## config.mk

```make
export PLATFORM = sky130hd
export DESIGN_NAME = multi_digit_counter_display
export DESIGN_NICKNAME = d
export VERILOG_FILES = /design/src/rtl/multi_digit_counter_display.sv
export SDC_FILE = /design/constraint.sdc
export NUM_CORES = 1
export LEC_CHECK = 0
export ABC_CLOCK_PERIOD_IN_PS = 3500
export BUFFER_PORTS_ARGS = -buffer_cell sky130_fd_sc_hd__buf_2
export CORE_ASPECT_RATIO = 2
export CORE_MARGIN = 2
export CORE_UTILIZATION = 40
export CTS_CLUSTER_SIZE = 28
export DETAILED_ROUTE_END_ITERATION = 10
export GPL_TIMING_DRIVEN = 0
export PLACE_DENSITY_LB_ADDON = 0.1
export SETUP_SLACK_MARGIN = 0.15
export SLEW_MARGIN = 20
export SYNTH_ARGS = -nofsm -noshare
export SYNTH_HDL_FRONTEND = slang
export SYNTH_SLANG_ARGS = --single-unit
```

## constraint.sdc

```tcl
create_clock -name i_Clk -period 3.5 [get_ports i_Clk]
set_clock_uncertainty 0.15 [all_clocks]
set_input_delay 0.35 -clock i_Clk [delete_from_list [all_inputs] [get_ports i_Clk]]
set_output_delay 0.35 -clock i_Clk [all_outputs]
set_load 0.01 [all_outputs]
```

## src/rtl/multi_digit_counter_display.sv

```systemverilog
// Up/down multi-digit counter (decimal or hex digits) with auto-repeat on held switches
// and registered active-low seven-segment outputs, one 7-bit field per digit.
module multi_digit_counter_display #(
  parameter int NUM_DIGITS   = 2,
  parameter int RADIX        = 16,
  parameter int AUTO_REPEAT  = 1,
  parameter int REPEAT_DELAY = 12_500_000,
  parameter int REPEAT_RATE  = 2_500_000
) (
  input  logic                    i_Clk,
  input  logic                    i_Reset,
  input  logic                    i_Inc,
  input  logic                    i_Dec,
  input  logic                    i_Clear,
  output logic [4*NUM_DIGITS-1:0] o_Count,
  output logic [7*NUM_DIGITS-1:0] o_Segments,
  output logic                    o_Wrap
);

  localparam int MAX_PERIOD = (REPEAT_DELAY > REPEAT_RATE) ? REPEAT_DELAY : REPEAT_RATE;
  localparam int TW = $clog2(MAX_PERIOD + 1);
  localparam logic [TW-1:0] DELAY_LOAD = TW'(REPEAT_DELAY - 1);
  localparam logic [TW-1:0] RATE_LOAD  = TW'(REPEAT_RATE - 1);
  localparam logic [3:0]    DIGIT_MAX  = 4'(RADIX - 1);

  typedef enum logic [1:0] {
    ST_IDLE   = 2'd0,
    ST_DELAY  = 2'd1,
    ST_REPEAT = 2'd2
  } state_e;

  state_e                  state_q, state_d;
  logic [TW-1:0]           timer_q, timer_d;
  logic                    dir_up_q, dir_up_d;
  logic                    inc_prev_q, dec_prev_q;
  logic [4*NUM_DIGITS-1:0] count_q, count_d;
  logic [7*NUM_DIGITS-1:0] seg_q, seg_d;
  logic                    wrap_q, wrap_d;
  logic                    step_s, step_up_s, ripple_s, held_s;
  logic                    inc_rise_s, dec_rise_s;

  function automatic logic [6:0] seg7_encode(input logic [3:0] digit);
    logic [6:0] seg;
    case (digit)
      4'h0: seg = 7'h40;
      4'h1: seg = 7'h79;
      4'h2: seg = 7'h24;
      4'h3: seg = 7'h30;
      4'h4: seg = 7'h19;
      4'h5: seg = 7'h12;
      4'h6: seg = 7'h02;
      4'h7: seg = 7'h78;
      4'h8: seg = 7'h00;
      4'h9: seg = 7'h10;
      4'hA: seg = 7'h08;
      4'hB: seg = 7'h03;
      4'hC: seg = 7'h46;
      4'hD: seg = 7'h21;
      4'hE: seg = 7'h06;
      4'hF: seg = 7'h0E;
      default: seg = 7'h7F;
    endcase
    return seg;
  endfunction

  assign inc_rise_s = i_Inc & ~inc_prev_q;
  assign dec_rise_s = i_Dec & ~dec_prev_q;

  // Step arbitration and auto-repeat sequencing
  always_comb begin
    state_d   = state_q;
    timer_d   = timer_q;
    dir_up_d  = dir_up_q;
    step_s    = 1'b0;
    step_up_s = 1'b0;
    held_s    = 1'b0;
    if (i_Clear) begin
      state_d = ST_IDLE;
      timer_d = '0;
    end else if (i_Inc && i_Dec) begin
      state_d = ST_IDLE;
      timer_d = '0;
    end else begin
      case (state_q)
        ST_IDLE: begin
          if (inc_rise_s || dec_rise_s) begin
            step_s    = 1'b1;
            step_up_s = inc_rise_s;
            if (AUTO_REPEAT != 0) begin
              state_d  = ST_DELAY;
              dir_up_d = inc_rise_s;
              timer_d  = DELAY_LOAD;
            end else begin
              state_d = ST_IDLE;
            end
          end else begin
            state_d = ST_IDLE;
          end
        end
        ST_DELAY, ST_REPEAT: begin
          held_s = dir_up_q ? i_Inc : i_Dec;
          if (!held_s) begin
            state_d = ST_IDLE;
            timer_d = '0;
          end else if (timer_q == '0) begin
            step_s    = 1'b1;
            step_up_s = dir_up_q;
            state_d   = ST_REPEAT;
            timer_d   = RATE_LOAD;
          end else begin
            timer_d = timer_q - {{(TW-1){1'b0}}, 1'b1};
          end
        end
        default: begin
          state_d = ST_IDLE;
          timer_d = '0;
        end
      endcase
    end
  end

  // Carry/borrow ripple across all digits; the final ripple out is the wrap
  always_comb begin
    count_d  = count_q;
    wrap_d   = 1'b0;
    ripple_s = 1'b0;
    if (i_Clear) begin
      count_d = '0;
    end else if (step_s) begin
      ripple_s = 1'b1;
      for (int d = 0; d < NUM_DIGITS; d++) begin
        if (!ripple_s) begin
          count_d[4*d +: 4] = count_q[4*d +: 4];
        end else if (step_up_s) begin
          if (count_q[4*d +: 4] == DIGIT_MAX) begin
            count_d[4*d +: 4] = 4'd0;
          end else begin
            count_d[4*d +: 4] = count_q[4*d +: 4] + 4'd1;
            ripple_s = 1'b0;
          end
        end else begin
          if (count_q[4*d +: 4] == 4'd0) begin
            count_d[4*d +: 4] = DIGIT_MAX;
          end else begin
            count_d[4*d +: 4] = count_q[4*d +: 4] - 4'd1;
            ripple_s = 1'b0;
          end
        end
      end
      wrap_d = ripple_s;
    end else begin
      count_d = count_q;
    end
  end

  // Segment encode of the registered count
  always_comb begin
    seg_d = '0;
    for (int d = 0; d < NUM_DIGITS; d++) begin
      seg_d[7*d +: 7] = seg7_encode(count_q[4*d +: 4]);
    end
  end

  // State, count and output registers; reset samples the switches so a held one cannot step
  always_ff @(posedge i_Clk) begin
    if (i_Reset) begin
      state_q    <= ST_IDLE;
      timer_q    <= '0;
      dir_up_q   <= 1'b0;
      inc_prev_q <= i_Inc;
      dec_prev_q <= i_Dec;
      count_q    <= '0;
      seg_q      <= {NUM_DIGITS{7'h40}};
      wrap_q     <= 1'b0;
    end else begin
      state_q    <= state_d;
      timer_q    <= timer_d;
      dir_up_q   <= dir_up_d;
      inc_prev_q <= i_Inc;
      dec_prev_q <= i_Dec;
      count_q    <= count_d;
      seg_q      <= seg_d;
      wrap_q     <= wrap_d;
    end
  end

  assign o_Count    = count_q;
  assign o_Segments = seg_q;
  assign o_Wrap     = wrap_q;

endmodule

```

# Word level (Yosys, flattened, before mapping)
# Memories as Yosys holds them, arrays and structs flattened. A register that Yosys moved wholly into a read port is not among the register bits.
# Cells that the tools add are included.
[op_classes]
eq_ne = 6
n_addsub = 5
bitwise_logic = 8
n_reduce_logical = 12
mux = 35
multipliers = 0
order_cmp = 0
div = 0
shift = 0
[op_table]
columns = ["cell", "count"]
rows = [
  ["2-to-1 mux 24 bit", 3],
  ["case mux 24 bit (2 select lines)", 1],
  ["logical NOT 24 bit", 1],
  ["2-to-1 mux 4 bit", 6],
  ["subtractor 24 x 1 -> 24 bit (second input constant)", 1],
  ["2-to-1 mux 1 bit", 20],
  ["adder 4 x 1 -> 4 bit (second input constant)", 2],
  ["== test 4 bit (second input constant)", 2],
  ["logical NOT 4 bit", 2],
  ["subtractor 4 x 1 -> 4 bit (second input constant)", 2],
  ["NOT 1 bit", 6],
  ["2-to-1 mux 2 bit", 2],
  ["case mux 1 bit (2 select lines)", 2],
  ["case mux 2 bit (2 select lines)", 1],
  ["AND reduction 4 bit", 1],
  ["OR reduction 2 bit", 2],
  ["OR reduction 4 bit", 1],
  ["inequality test 3 bit (second input constant)", 1],
  ["OR reduction 3 bit", 1],
  ["AND 1 bit", 2],
  ["== test 2 x 1 -> 1 bit (second input constant)", 1],
  ["== test 2 bit (second input constant)", 1],
  ["logical NOT 2 bit", 1],
  ["inequality test 2 bit (second input constant)", 1],
  ["other kinds (3)", 3],
]
[totals]
ff_bits = 38
memories = 2
mem_bits_rw = 0
mem_bits_ro = 224
latch_bits = 0
elab_cells = 76
[mem_list]
columns = ["memory", "depth", "word_bits", "rd", "rd_clocked_by_memory_dff", "wr", "line_no", "text"]
rows = [
  ["(name not given)", 16, 7, 1, 1, 0, "44", "case (digit)"],
  ["(name not given)", 16, 7, 1, 1, 0, "44", ""],
]

# Logic depth before layout (Yosys ltp)
[logic_depth]
ltp_word = 12
mapped_depth = 9
ltp_nobuf = 8

# Worst setup path after synthesis
# OpenSTA, ideal clock, no wires.
[synth_timing]
kind = "register to register"
startpoint = "register timer_q[0]"
endpoint = "register timer_q[10]"
setup_slack_ns = 1.422
synth_period_minus_slack_ns = 2.078
stages_incl_launch_ff = 9
required_time_ns = 3.208
arrival_time_ns = 1.786
cell_sequence = "dfxtp_1 inv_1 ha_1 nor3b_1 nand2_1 or3_2 xnor2_1 a22oi_1 a21oi_1"
[synth_between]
elab_chain_len = 4
[synth_lines]
columns = ["element", "line_no", "text"]
rows = [
  ["start, declared", "33", "logic [TW-1:0] timer_q, timer_d;"],
  ["start signal, assigned", "177", "timer_q <= timer_d;"],
  ["subtractor 24 x 1 -> 24 bit or logical NOT 24 bit (tied branches)", "111, 105", ""],
  ["2-to-1 mux 24 bit *", "105", "end else if (timer_q == '0) begin"],
  ["2-to-1 mux 24 bit *", "102", "if (!held_s) begin"],
  ["case mux 24 bit (2 select lines) *", "84", "case (state_q)"],
]
# Mark *: on every way between the ends. The rest lies on a longest branch, timed or not.
# A chain may end at the register's enable or synchronous reset.

# Worst setup path after layout
[layout_timing]
startpoint = "register state_q[0]"
endpoint = "register timer_q[8]"
[layout_between]
elab_chain_len = 3
[layout_lines]
columns = ["element", "line_no", "text"]
rows = [
  ["start, declared", "32", "state_e state_q, state_d;"],
  ["start signal, assigned", "176", "state_q <= state_d;"],
  ["== test 2 x 1 -> 1 bit or == test 2 bit (tied branches)", "84", ""],
  ["OR reduction 2 bit", "--", ""],
  ["case mux 24 bit (2 select lines)", "84", ""],
]
# Several ways; a longest one is shown, not always the timed one.

==> results by group <==
Status
  – Status: finished, final reports clean

Synth
  – Post-Synth XOR/XNOR Area: under 10%
  – Fraction of the mapped netlist area in simple logic gates: between 20% and 30%
  – Synth async-reset ratio: 0%
  – Largest family of logic cells by synthesized area: simple AND/OR/NAND/NOR gates
  – YS warnings: 0
  – Synthesized cell area: just over 3000 um^2
  – Synth Register Bits: 52
  – Net count after synthesis: 404
  – Syn Inst Count: 383
  – Synth Area in Compound Gates: a little under a quarter
  – Area contributors post-synth: dfxtp_1 (34%), ha_1 (6.6%), a21oi_1 (5.6%), nor2_1 (5.1%), o21ai_0 (4.8%)
  – Share of the synthesized area in the top cell type: between 30% and 40%
  – Synth area leader: dfxtp_1
  – EDFF count, synth: 0
  – Netlist cell types: 55
  – Ys flop type: dfxtp_1
  – Post-Synth Adder-Cell Area: ~6.6%
  – Seq/Total Area, Yosys: between 30% and 40%
  – Post-Syn Area per Cell: approximately 7.9 um^2
  – Mux contribution to synthesized area: under 10%

Finish
  – Total Nets Final: roughly 440
  – Commonest non-fill, non-tap cell in the layout: dfxtp_1
  – ANT cells: 0
  – Highest-count cells in the layout ignoring fill and taps: dfxtp_1 (52), nor2_1 (41), a21oi_1 (34)
  – Area growth from synthesis to layout: 13.6%
  – Share of cells above drive strength 1: about 11%
  – FILL cells: ~770

Worst setup path
  – Slowest-stage cell, CP: nor3_1
  – CP Data Arrival Time: 2.67 ns
  – Crit Path Max Fanout: 8
  – Req. time, crit path: around 3.6 ns
  – WS Path Type: register to register
  – Startpoint Class: register
  – CP top delay family: simple AND/OR/NAND/NOR gates
  – Buf/Inv on CP: 2
  – CP Cell Sequence: inv_1 > ha_1 > and3_1 > clkbuf_1 > nor3_1 > a21oi_1 > o21ai_0 > nor2b_1
  – CP max stage delay: ~0.88 ns
  – Worst setup EP type: register

Clock network
  – CTS Hold Bufs: 0
  – Clk root buf: clkbuf_16
  – H-tree Lvls: 2
  – Post-CTS Resized: 0
  – CTS tree: yes
  – Total CTS buffers: 5
  – Sink Count: between 50 and 60
  – Clock latency on the worst-skew pair: about 0.30 ns
  – Post-CTS Setup Inserts: 0
  – Clk slew on worst S/H paths: 0.06 ns
  – Maximum clock path buffer count: 2

Detailed routing
  – Via total after detailed routing: roughly 2.9k
  – First-pass detailed-route iteration total: 5
  – DRC: 0
  – Detail Route Antenna Nets: 0
  – 1st-iter DRT viols: around 210
  – Final WL: between 7 and 8 mm
  – Wire length per cell: approximately 15 um
  – Vias/cell: between 5 and 6

Placed design
  – I/O Buffers: 26
  – Final HPWL DP: about 5.6 mm
  – Placer Congestion: ~0.86

STA
  – Max Fclk: just under 400 MHz
  – Final setup viols: 0
  – Final TNS setup: 0 ns
  – Slew HR: between 20% and 30%
  – Tmin final: roughly 2.6 ns
  – Final Max Slew Viols: 0
  – RSZ-0062 raised after global routing: false
  – WHS: roughly 0.07 ns
  – Final hold vios: 0
  – Tcrit/Tclk final: 74.1%
  – Slew @ Worst Pin: 1.04 ns

Pwr
  – Tot Pwr: 0.00147 W
  – Pwr/cell area: between 400 and 500 nW/um^2
  – Max IR drop VDD: about 0.00031 V
  – Leakage power: between 1 and 1.5 nW

Global route
  – Initial antenna violation count: 0
  – Largest net degree at the start of global routing: 16
  – Global-route wire length before repair: 12.7 mm
  – Global Route Usage Sum: between 15 and 20%
  – GRT overflow: 0
  – Number of global-route vias before repair: 2706

Die
  – Die Ht: around 130 um
  – Starting Density: 40.5%
  – Top-level port count: 28
  – Die area: 8340 um^2
  – Std-Cell Core Area: ~7500 um^2
  – Row cnt: 45
  – Die width: ~66 um

Flow run
  – Max_cap viols: 0

Hold path
  – Hold Crit Class: primary input to register
## logic make-up after synthesis
| kind of cell | count (synthesis) |
|---|---|
| AOI/OAI and AO/OA | 114 |
| xor gates and xnor gates | 8 |
| muxes | 11 |
| adders and majority gates | 16 |
| and+or+nand+nor | 146 |
| DFF | 52 |
| buffers and inverters | 36 |
## where the power goes
| part | total [W] | switching (W) | leakage [nW] | internal (W) |
|---|---|---|---|---|
| registers | 0.000633 | 0.0000197 | 0.423 | 0.000614 |
| logic | 0.000276 | 0.000178 | 0.797 | 0.0000986 |
| clock network | 0.000557 | 0.000220 | 0.0808 | 0.000337 |
| total | 0.00147 | 0.000418 | 1.30 | 0.00105 |
## layout make-up
cell class	count	area, um^2	share of cell area, %
clock inverter	2	35.0	1.02
clock buffer	6	129	3.74
timing repair buffer	26	130	3.77
inverter	16	60.1	1.74
buffer	20	78.8	2.29
tap	94	118	3.41
sequential	52	1040	30.2
multi-input combinational	295	1860	53.8
## through the flow
| step | worst slack [ns] | util, % | std cells | instance area (um^2) |
|---|---|---|---|---|
| global placement | 0.980 | 43.8 | 503 | 3280 |
| floorplan | 1.42 | - | 383 | 3040 |
| finish | 0.907 | 46.0 | 511 | 3450 |
| detailed placement | 0.964 | 43.8 | 503 | 3280 |
| CTS | 0.946 | 46.0 | 511 | 3450 |
| global route | 0.682 | 46.0 | 511 | 3450 |
## registers in the layout, summed over array words and instances, names as in the netlist
register,flops
timer_q,24
o_Segments,14
o_Count,8
state_q,2
dec_prev_q,1
dir_up_q,1
inc_prev_q,1
o_Wrap,1
## synth_stat cells, types with 3 or more instances
library cell	count
a211oi_1	8
a21oi_1	34
a22oi_1	6
a311oi_1	3
a31oi_1	8
and2_1	3
clkbuf_1	17
dfxtp_1	52
ha_1	16
inv_1	16
mux2i_1	10
nand2_1	33
nand2b_1	6
nand3_1	12
nand4_1	3
nor2_1	41
nor2b_1	4
nor3_1	14
nor3b_1	5
nor4_1	5
nor4b_1	3
o211ai_1	4
o21ai_0	29
o21ai_1	3
o311ai_0	3
xnor2_1	5
xor2_1	3
## worst paths after layout
| check | from | cells past startpoint | slack, ns | endpoint |
|---|---|---|---|---|
| setup reg to reg | state_q[0]$_SDFFE_PP0P_ | 8 | 0.91 | timer_q[8]$_SDFFE_PP0P_ |
| hold reg to reg | timer_q[23]$_SDFFE_PP0P_ | 2 | 0.33 | timer_q[23]$_SDFFE_PP0P_ |
| setup / recovery | state_q[0]$_SDFFE_PP0P_ | 8 | 0.91 | timer_q[8]$_SDFFE_PP0P_ |
| hold / removal | i_Dec | 1 | 0.07 | dec_prev_q$_DFF_P_ |
## routing by layer
metal / wire, um / vias to the layer above / track usage [%]
li1: - / 1454 / -
met1: 3560 / 1376 / 25.2
met2: 3730 / 62 / 31.9
met3: 282 / 9 / 2.90
met4: 119 / 0 / 6.74
met5: 0 / - / 0
(Power assumes the default switching activity.)
